===== src/rtl/msg_scroller_if.sv =====
// Control and display bundle for the scrolling message driver.
// master drives the controls; slave is the scroller itself.
interface msg_scroller_if;
   logic       en;
   logic       step;
   logic       dir;
   logic [3:0] letra;
   logic [3:0] digit_sel;
   logic [3:0] pos;
   logic       wrap;

   modport master (
      output en, step, dir,
      input  letra, digit_sel, pos, wrap
   );

   modport slave (
      input  en, step, dir,
      output letra, digit_sel, pos, wrap
   );
endinterface


===== src/rtl/msg_scroller.sv =====
// Scrolls a fixed 12-letter message across a 4-digit multiplexed
// display, auto-timed or stepped by hand.
module msg_scroller #(
   parameter int SCROLL_DIV = 10_000_000,
   parameter int MUX_DIV    = 10_000
) (
   input logic          clk,
   input logic          reset,
   msg_scroller_if.slave bus
);
   localparam int SW = $clog2(SCROLL_DIV);
   localparam int MW = $clog2(MUX_DIV);
   localparam logic [SW-1:0] SCROLL_TOP = SW'(SCROLL_DIV - 1);
   localparam logic [MW-1:0] MUX_TOP    = MW'(MUX_DIV - 1);

   logic [SW-1:0] scnt, scnt_n;
   logic [MW-1:0] mcnt, mcnt_n;
   logic [3:0]    head, head_n;
   logic [1:0]    d, d_n;
   logic          step_q;
   logic          adv;
   logic          wrap_n;
   logic [4:0]    sum;
   logic [3:0]    idx;
   logic [3:0]    code;

   always_comb begin
      scnt_n = scnt;
      mcnt_n = mcnt + 1'b1;
      head_n = head;
      d_n    = d;
      adv    = 1'b0;
      wrap_n = 1'b0;

      // manual steps only count while auto-scroll is paused
      if (bus.en) begin
         if (scnt == SCROLL_TOP) begin
            scnt_n = '0;
            adv    = 1'b1;
         end else begin
            scnt_n = scnt + 1'b1;
         end
      end else if (bus.step && !step_q) begin
         adv = 1'b1;
      end

      if (mcnt == MUX_TOP) begin
         mcnt_n = '0;
         d_n    = d + 2'd1;
      end

      if (adv) begin
         if (bus.dir) begin
            if (head == 4'd0) begin
               head_n = 4'd11;
               wrap_n = 1'b1;
            end else begin
               head_n = head - 4'd1;
            end
         end else begin
            if (head == 4'd11) begin
               head_n = 4'd0;
               wrap_n = 1'b1;
            end else begin
               head_n = head + 4'd1;
            end
         end
      end
   end

   always_comb begin
      sum = {1'b0, head_n} + {3'b000, d_n};
      idx = (sum >= 5'd12) ? 4'(sum - 5'd12) : sum[3:0];
   end

   // A,B,D,U,L,-,J,O,S,E map to codes 0..9; the tail is blank
   always_comb begin
      code = 4'd15;
      case (idx)
         4'd0, 4'd1, 4'd2, 4'd3, 4'd4,
         4'd5, 4'd6, 4'd7, 4'd8, 4'd9: code = idx;
         default:                      code = 4'd15;
      endcase
   end

   always_ff @(posedge clk) begin
      if (reset) begin
         scnt          <= '0;
         mcnt          <= '0;
         head          <= 4'd0;
         d             <= 2'd0;
         step_q        <= 1'b0;
         bus.letra     <= 4'd0;
         bus.digit_sel <= 4'b0001;
         bus.pos       <= 4'd0;
         bus.wrap      <= 1'b0;
      end else begin
         scnt          <= scnt_n;
         mcnt          <= mcnt_n;
         head          <= head_n;
         d             <= d_n;
         step_q        <= bus.step;
         bus.letra     <= code;
         bus.digit_sel <= 4'b0001 << d_n;
         bus.pos       <= head_n;
         bus.wrap      <= wrap_n;
      end
   end
endmodule


===== src/flat_wrapper.sv =====
// flat-port wrapper written by rule: the top's interface ports become plain ports
module msg_scroller_flat 
#(
   parameter int SCROLL_DIV = 10_000_000,
   parameter int MUX_DIV    = 10_000
)
  (clk, reset, bus_en, bus_step, bus_dir, bus_letra, bus_digit_sel, bus_pos, bus_wrap);
  msg_scroller_if bus_i ();
  input logic clk;
  input logic reset;
  input wire logic [$bits(bus_i.en)-1:0] bus_en;
  input wire logic [$bits(bus_i.step)-1:0] bus_step;
  input wire logic [$bits(bus_i.dir)-1:0] bus_dir;
  output wire logic [$bits(bus_i.letra)-1:0] bus_letra;
  output wire logic [$bits(bus_i.digit_sel)-1:0] bus_digit_sel;
  output wire logic [$bits(bus_i.pos)-1:0] bus_pos;
  output wire logic [$bits(bus_i.wrap)-1:0] bus_wrap;
  assign bus_i.en = bus_en;
  assign bus_i.step = bus_step;
  assign bus_i.dir = bus_dir;
  assign bus_letra = bus_i.letra;
  assign bus_digit_sel = bus_i.digit_sel;
  assign bus_pos = bus_i.pos;
  assign bus_wrap = bus_i.wrap;
  msg_scroller #(.SCROLL_DIV(SCROLL_DIV), .MUX_DIV(MUX_DIV)) u_core (.clk(clk), .reset(reset), .bus(bus_i));
endmodule

===== config.mk =====
export PLATFORM = sky130hd
export DESIGN_NAME = msg_scroller_flat
export DESIGN_NICKNAME = d
export VERILOG_FILES = /design/src/rtl/msg_scroller_if.sv /design/src/rtl/msg_scroller.sv /design/src/flat_wrapper.sv
export SDC_FILE = /design/constraint.sdc
export NUM_CORES = 1
export LEC_CHECK = 0
export CAP_MARGIN = 20
export CORE_ASPECT_RATIO = 1.5
export CORE_MARGIN = 10
export CORE_UTILIZATION = 58
export DETAILED_ROUTE_END_ITERATION = 16
export PLACE_DENSITY_LB_ADDON = 0.2
export SYNTH_ARGS = -nofsm -noshare
export SYNTH_HDL_FRONTEND = slang
export SYNTH_SLANG_ARGS = --single-unit

===== constraint.sdc =====
create_clock -name clk -period 5.1 [get_ports clk]
set_input_delay 0.765 -clock clk [delete_from_list [all_inputs] [get_ports clk]]
set_output_delay 0.765 -clock clk [all_outputs]
set_load 0.005 [all_outputs]

==> results of run 1 <==
-- synthesized netlist by cell type (all sizes together), types with 3 or more instances --
cell type / n
and4: 3
ha: 7
nor3: 7
clkbuf: 10
and2: 7
o211ai: 3
a21oi: 16
nand2: 16
nor3b: 7
xor2: 17
dfxtp: 54
nand3: 17
or3: 4
mux2: 3
xnor2: 10
nor2b: 3
nor4: 6
nand4: 11
inv: 7
and3: 13
nor4b: 5
nor2: 55
o21ai: 16
-- layer usage --
layer / track usage, % / routed length (um) / vias up
met4: 7.87 / 122 / 0
met3: 3.37 / 208 / 10
met1: 16.6 / 2600 / 1093
met2: 25.5 / 2910 / 51
met5: 0 / 0 / -
li1: - / - / 1177
-- power groups by stage --
stage | Combinational (uW) | Sequential, uW | Clock, uW
finish | 62.2 | 436 | 297
global route | 68.9 | 437 | 317
CTS | 62.4 | 436 | 301
detailed placement | 61.4 | 446 | 0
global placement | 60.7 | 445 | 0
floorplan | 40.6 | 444 | 0
-- metrics by stage --
step	util (%)	cell area (um2)	setup slack [ns]	instances
2_1_floorplan	-	2740	1.44	323
3_3_place_gp	65.4	2970	0.982	396
3_5_place_dp	65.4	2970	0.798	396
4_1_cts	68.0	3090	0.951	404
5_1_grt	68.0	3090	0.546	404
6_report	68.0	3090	0.913	404
-- sequential cells by signal, summed over array words and instances, names as in the netlist --
register              count
u_core.scnt              24
u_core.mcnt              14
u_core.bus.digit_sel      4
u_core.bus.letra          4
u_core.bus.pos            4
u_core.d                  2
u_core.bus.wrap           1
u_core.step_q             1
-- kinds of logic after synthesis --
kind of cell	count (synthesis)
mux	3
xor+xnor	27
fa+ha+maj	8
simple gates	163
compound gates	49
flops	54
buf+inv	19
-- layout make-up --
type	instances	area, um2	area share, %
flip-flops and latches	54	1080	35.0
inverters	9	35.0	1.13
clock buffers	5	68.8	2.23
clock inverters	3	47.5	1.54
well taps	64	80.1	2.59
multi-input cells	250	1590	51.5
repair buffers	19	185	6.00
-- final timing paths --
check                                          endpoint  slack (ns)  cells after the start
worst min-delay path            u_core.bus.digit_sel[1]        0.47                      1
worst max register to register      u_core.bus.letra[1]        0.91                     16
worst max-delay path                u_core.bus.letra[1]        0.91                     16
worst min register to register  u_core.bus.digit_sel[1]        0.47                      1
-- placed cells by master (no fill, tap or decap), drive strengths merged, types with 11 or more instances in the layout --
cell	n
nand4	11
dfxtp	54
nand3	17
o21ai	16
nand2	16
and3	13
nor2	55
clkdlybuf4s50	17
xor2	17
a21oi	16
==> out/qor.yml, run 1 <==
setup_path:
  crit_type: "flip-flop to flip-flop"
  slowest_stage: "or4_4"
  critical_path_arrival_ns: 4.41
  start_kind: "flip-flop"
  cpPeakStageDelay_ns: 0.54
  path_max_fanout: 7
  startpoint: "u_core.scnt[0]"
  crit_chain: "ha_1 > nand3_1 > or4_4 > nor3_2 > nor2_2 > o21ai_0 > a221oi_1 > ha_1 > fa_1 > xnor2_4 > clkinv_2 > ha_1 > nor3b_1 > a31oi_1 > nand3b_1 > a21oi_1"
  cpMostUsedCell: "ha_1"
  path_buf_inv: 1
  r2r_start: "u_core.scnt[0]"
  crit_required_ns: 5.33
  critPathCaptureType: "flip-flop"
  cp_top_family: "simple AND/OR/NAND/NOR gates"
global_route:
  grt_pass1_wl_um: 10100
  antenna_found_initial: 0
  grt_pass1_vias: 2240
  globalRouteOverflowTotal: 0
  grtUsageTotal_pct: 14.9
  grt_start_max_net_pins: 26
placed_design:
  place.port_buffers: 17
  post-dp-hpwl_um: 4170
  place_congestion: 0.843
flow_run:
  cap_viol_max_count: 0
synth:
  synthCells: 323
  synth_top_area_cell: "dfxtp_1"
  synthAdderAreaFrac_pct: 3.92
  synth_mux_area_share_pct: 1.37
  ys_types: 53
  synth_edf_count: 0
  synth-main-ff-cell: "dfxtp_1"
  ys_warn_count: 0
  post_synth.cell_area_avg_um2: 8.49
  synth-simple-area-share_pct: 32.0
  synth_area_leaders: "dfxtp_1 39%, nor2_1 7.4%, xor2_1 5.4%"
  synth_xor_area_share_pct: 9.58
  synth-compound-area-share_pct: 11.1
  ys_ff_latch: 54
  synthArstFlopShare_pct: 0
  yosysSeqAreaShare_pct: 39.4
  synth_top_family_by_area: "simple AND/OR/NAND/NOR gates"
  syn-num-nets: 336
  synth_top_area_share_pct: 39.4
  syn-cell-area_um2: 2740
pwr:
  p_total_uw: 795
  p_int_uw: 606
  clockPowerShare_pct: 37.4
  leakagePower_uw: 0.00112
  combPwrFrac_pct: 7.8
  power_switching_share_pct: 23.8
  peakVddDrop_v: 0.000180
  p_switching_uw: 189
  power_density_nw_per_um2: 258
  seq_power_share_pct: 54.8
cts:
  cts_root_buffer: "clkbuf_8"
  cts_tree: "done"
  clock_path_buffers: 2
  htreeDepth: 2
  cts_buffers: 5
  hold_buffers: 0
  post_cts_resized: 0
  clock_latency_ns: 0.31
  clk_pin_slew_worst_paths_ns: 0.10
  cts_setup_buffers: 0
  cts_sinks: 54
cells_and_area:
  drive_above_1_share_pct: 7.65
  antenna_cells: 0
  fillers: 393
  nets: 352
  areaGrowthSynthToFinish_pct: 12.5
sta:
  tns_ns: 0
  slew_headroom_pct: 34.6
  drv_slew: 0
  finalSetupViolations: 0
  tightest_slew_ns: 0.978
  skew_ns: 0.00588
  period_minus_slack_ns: 4.19
  max_freq_ghz: 0.239
  rsz0062_at_grt: "no"
  hold_viol: 0
  finalCritPeriodShare_pct: 82.1
  holdWs_ns: 0.475
status:
  status: "completed"
floorplan:
  dieWidth_um: 76.2
  start_util_pct: 60.4
  dieHeight_um: 104
  rows: 30
  io_pins: 18
  die_area_um2: 7940
  core_area_um2: 4540
hold_path:
  hold_path.class: "flip-flop to flip-flop"
  min_from: "u_core.d[1]"
route:
  drtAntennaViolNets: 0
  drt_iter0_markers: 174
  dr_total_vias: 2331
  first_pass_iters: 5
  post-route-drc-count: 0
  routed_wl_um: 5840
  via_per_inst: 5.77
  wire_per_inst_um: 14.5
(Power assumes the default switching activity.)
==> run 2: changes to the inputs <==
==> constraint.sdc (replaced) <==
create_clock -name clk -period 4.1 [get_ports clk]
set_input_delay 0.615 -clock clk [delete_from_list [all_inputs] [get_ports clk]]
set_output_delay 0.615 -clock clk [all_outputs]
set_load 0.005 [all_outputs]
==> out/qor.yml, run 2 (synthesis gave the netlist of run 1 again) <==
cells_and_area:
  drive_above_1_share_pct: 11.0  # +3.3 points
  nets: 359  # +2.0%
  reg_top3: "u_core.scnt: 24 flops, u_core.mcnt: 14 flops"
  multi_input_area_um2: 1620  # +1.7%
  final_cells: 411  # +1.7%
  regArea_um2: 1080  # unchanged
  final_area_um2: 3170  # +2.6%
  final_cell_mix: "54 x nor2_1, 54 x dfxtp_1, 17 x nand3_1, 17 x xor2_1, 17 x clkdlybuf4s50_1"
  antenna_cells: 0  # unchanged
  largest_reg_flops: 24  # unchanged
  largest_register: "u_core.scnt"
  fillers: 368  # -6.4%
  areaGrowthSynthToFinish_pct: 15.5
setup_path:
  crit_type: "flip-flop to flip-flop"
  critical_path_arrival_ns: 4.01  # -0.40 ns
  start_kind: "flip-flop"
  slowest_stage: "or4_4"
  path_max_fanout: 7  # unchanged
  cpPeakStageDelay_ns: 0.54  # about the same
  cpMostUsedCell: "ha_1"
  crit_required_ns: 4.35  # -0.98 ns
  critPathCaptureType: "flip-flop"
  crit_chain: "ha_2 > nand3_1 > or4_4 > nor3_2 > nor2_2 > o21ai_1 > a221oi_1 > ha_1 > fa_2 > xnor2_4 > clkinv_2 > ha_1 > nor3b_4 > a31oi_2 > nand3b_1 > a31oi_1"
placed_design:
  place_congestion: 0.902  # +7.0%
  dp.cells: 401  # +1.3%
  placed_cell_area_um2: 3010  # +1.3%
  post-dp-hpwl_um: 4310  # +3.3%
  place.port_buffers: 17  # unchanged
  dpl_worst_slack_ns: -0.0775  # -0.876 ns
route:
  drt_iter0_markers: 64  # -63%
  via_per_inst: 5.73  # -0.78%
  routed_wl_um: 6010  # +3.0%
  wire_per_inst_um: 14.6  # +1.2%
  post-route-drc-count: 0  # unchanged
  first_pass_iters: 4  # -1
  dr_total_vias: 2353  # +0.94%
  drtAntennaViolNets: 0  # unchanged
pwr:
  peakVddDrop_v: 0.000253  # +40%
  power_density_nw_per_um2: 316  # +23%
  leakagePower_uw: 0.00116  # +3.0%
sta:
  tightest_slew_ns: 0.603  # -0.375 ns
  max_freq_ghz: 0.266  # +11%
  hold_viol: 0  # unchanged
  skew_ns: 0.0105  # +0.00462 ns
  period_minus_slack_ns: 3.76  # -0.423 ns
  finalCritPeriodShare_pct: 91.8  # +9.7 points
  finalSetupViolations: 0  # unchanged
  slew_headroom_pct: 59.7  # +25 points
  rsz0062_at_grt: "no"
  drv_slew: 0  # unchanged
  setup_ws_ns: 0.337  # -0.577 ns
floorplan:
  die_area_um2: 7940  # unchanged
  start_util_pct: 60.4  # unchanged
  core_area_um2: 4540  # unchanged
  dieWidth_um: 76.2  # unchanged
  io_pins: 18  # unchanged
  dieHeight_um: 104  # unchanged
  rows: 30  # unchanged
cts:
  cts_tree: "done"
  clk_pin_slew_worst_paths_ns: 0.10  # about the same
  cts_buffers: 5  # unchanged
  cts_sinks: 54  # unchanged
  clock_path_buffers: 2  # unchanged
  htreeDepth: 2  # unchanged
  cts_root_buffer: "clkbuf_8"
  clock_latency_ns: 0.32  # about the same
  hold_buffers: 0  # unchanged
hold_path:
  hold_path.class: "flip-flop to flip-flop"
global_route:
  grt_pass1_wl_um: 10700  # +5.1%
  globalRouteOverflowTotal: 0  # unchanged
  antenna_found_initial: 0  # unchanged
  grtUsageTotal_pct: 15.5  # +0.56 points
  grt_start_max_net_pins: 26  # unchanged
  grt_pass1_vias: 2273  # +1.5%
status:
  status: "completed"
flow_run:
  cap_viol_max_count: 0  # unchanged
run 2: layout make-up:
cell class / count / area share (%)
Inverter: 9 / 1.11
Sequential cell: 54 / 34.1
Clock inverter: 3 / 1.50
Clock buffer: 5 / 2.17
Tap cell: 64 / 2.53
Multi-Input combinational cell: 250 / 51.1
Timing Repair Buffer: 26 / 7.50
run 2: critical path, delay by kind of cell, from the launching register on:
family	cells	cell delay, ns
XOR/XNOR	1	0.22
adder cells (fa/ha/maj)	4	1.10
AO/OA/AOI/OAI	4	0.62
flip-flops	1	0.41
AND/OR/NAND/NOR	6	1.27
buffers and inverters	1	0.09
run 2: metrics by stage:
stage	util [%]	total power, uW	hold slack [ns]	setup TNS, ns
final	69.8	1000	0.484	0
after global placement	66.3	633	0.451	0
after detailed placement	66.3	634	0.457	-0.168
after global routing	69.8	1040	0.515	0
after floorplan	-	603	0.430	0
after CTS	68.8	1000	0.490	0
run 2: timing repair:
| action | in CTS | in global routing |
|---|---|---|
| endpoints found under the hold margin | 0 | 0 |
| endpoints found under the setup margin | 0 | 4 |
| buffers inserted | 0 | 2 |
| gates resized for setup | 0 | 7 |
run 2: worst paths after layout:
check / start / end / slack, ns / cells after the start
worst min-delay path: u_core.mcnt[0] / u_core.mcnt[0] / 0.48 / 1
worst max-delay path: u_core.scnt[0] / u_core.bus.letra[2] / 0.34 / 16
worst max register to register: u_core.scnt[0] / u_core.bus.letra[2] / 0.34 / 16
worst min register to register: u_core.mcnt[0] / u_core.mcnt[0] / 0.48 / 1
run 2: routing by layer:
layer,GRT usage (%),wire [um]
met1,18.2,2610
met2,26.8,3090
met3,3.37,190
met4,5.20,117
met5,0,0
run 2: power breakdown:
| part | switching (uW) | leakage, uW | internal, uW | total, uW |
|---|---|---|---|---|
| logic | 44.3 | 0.000661 | 38.8 | 83.1 |
| clock network | 188 | 0.0000591 | 187 | 374 |
| registers | 9.56 | 0.000437 | 533 | 543 |
| total | 242 | 0.00116 | 759 | 1000 |
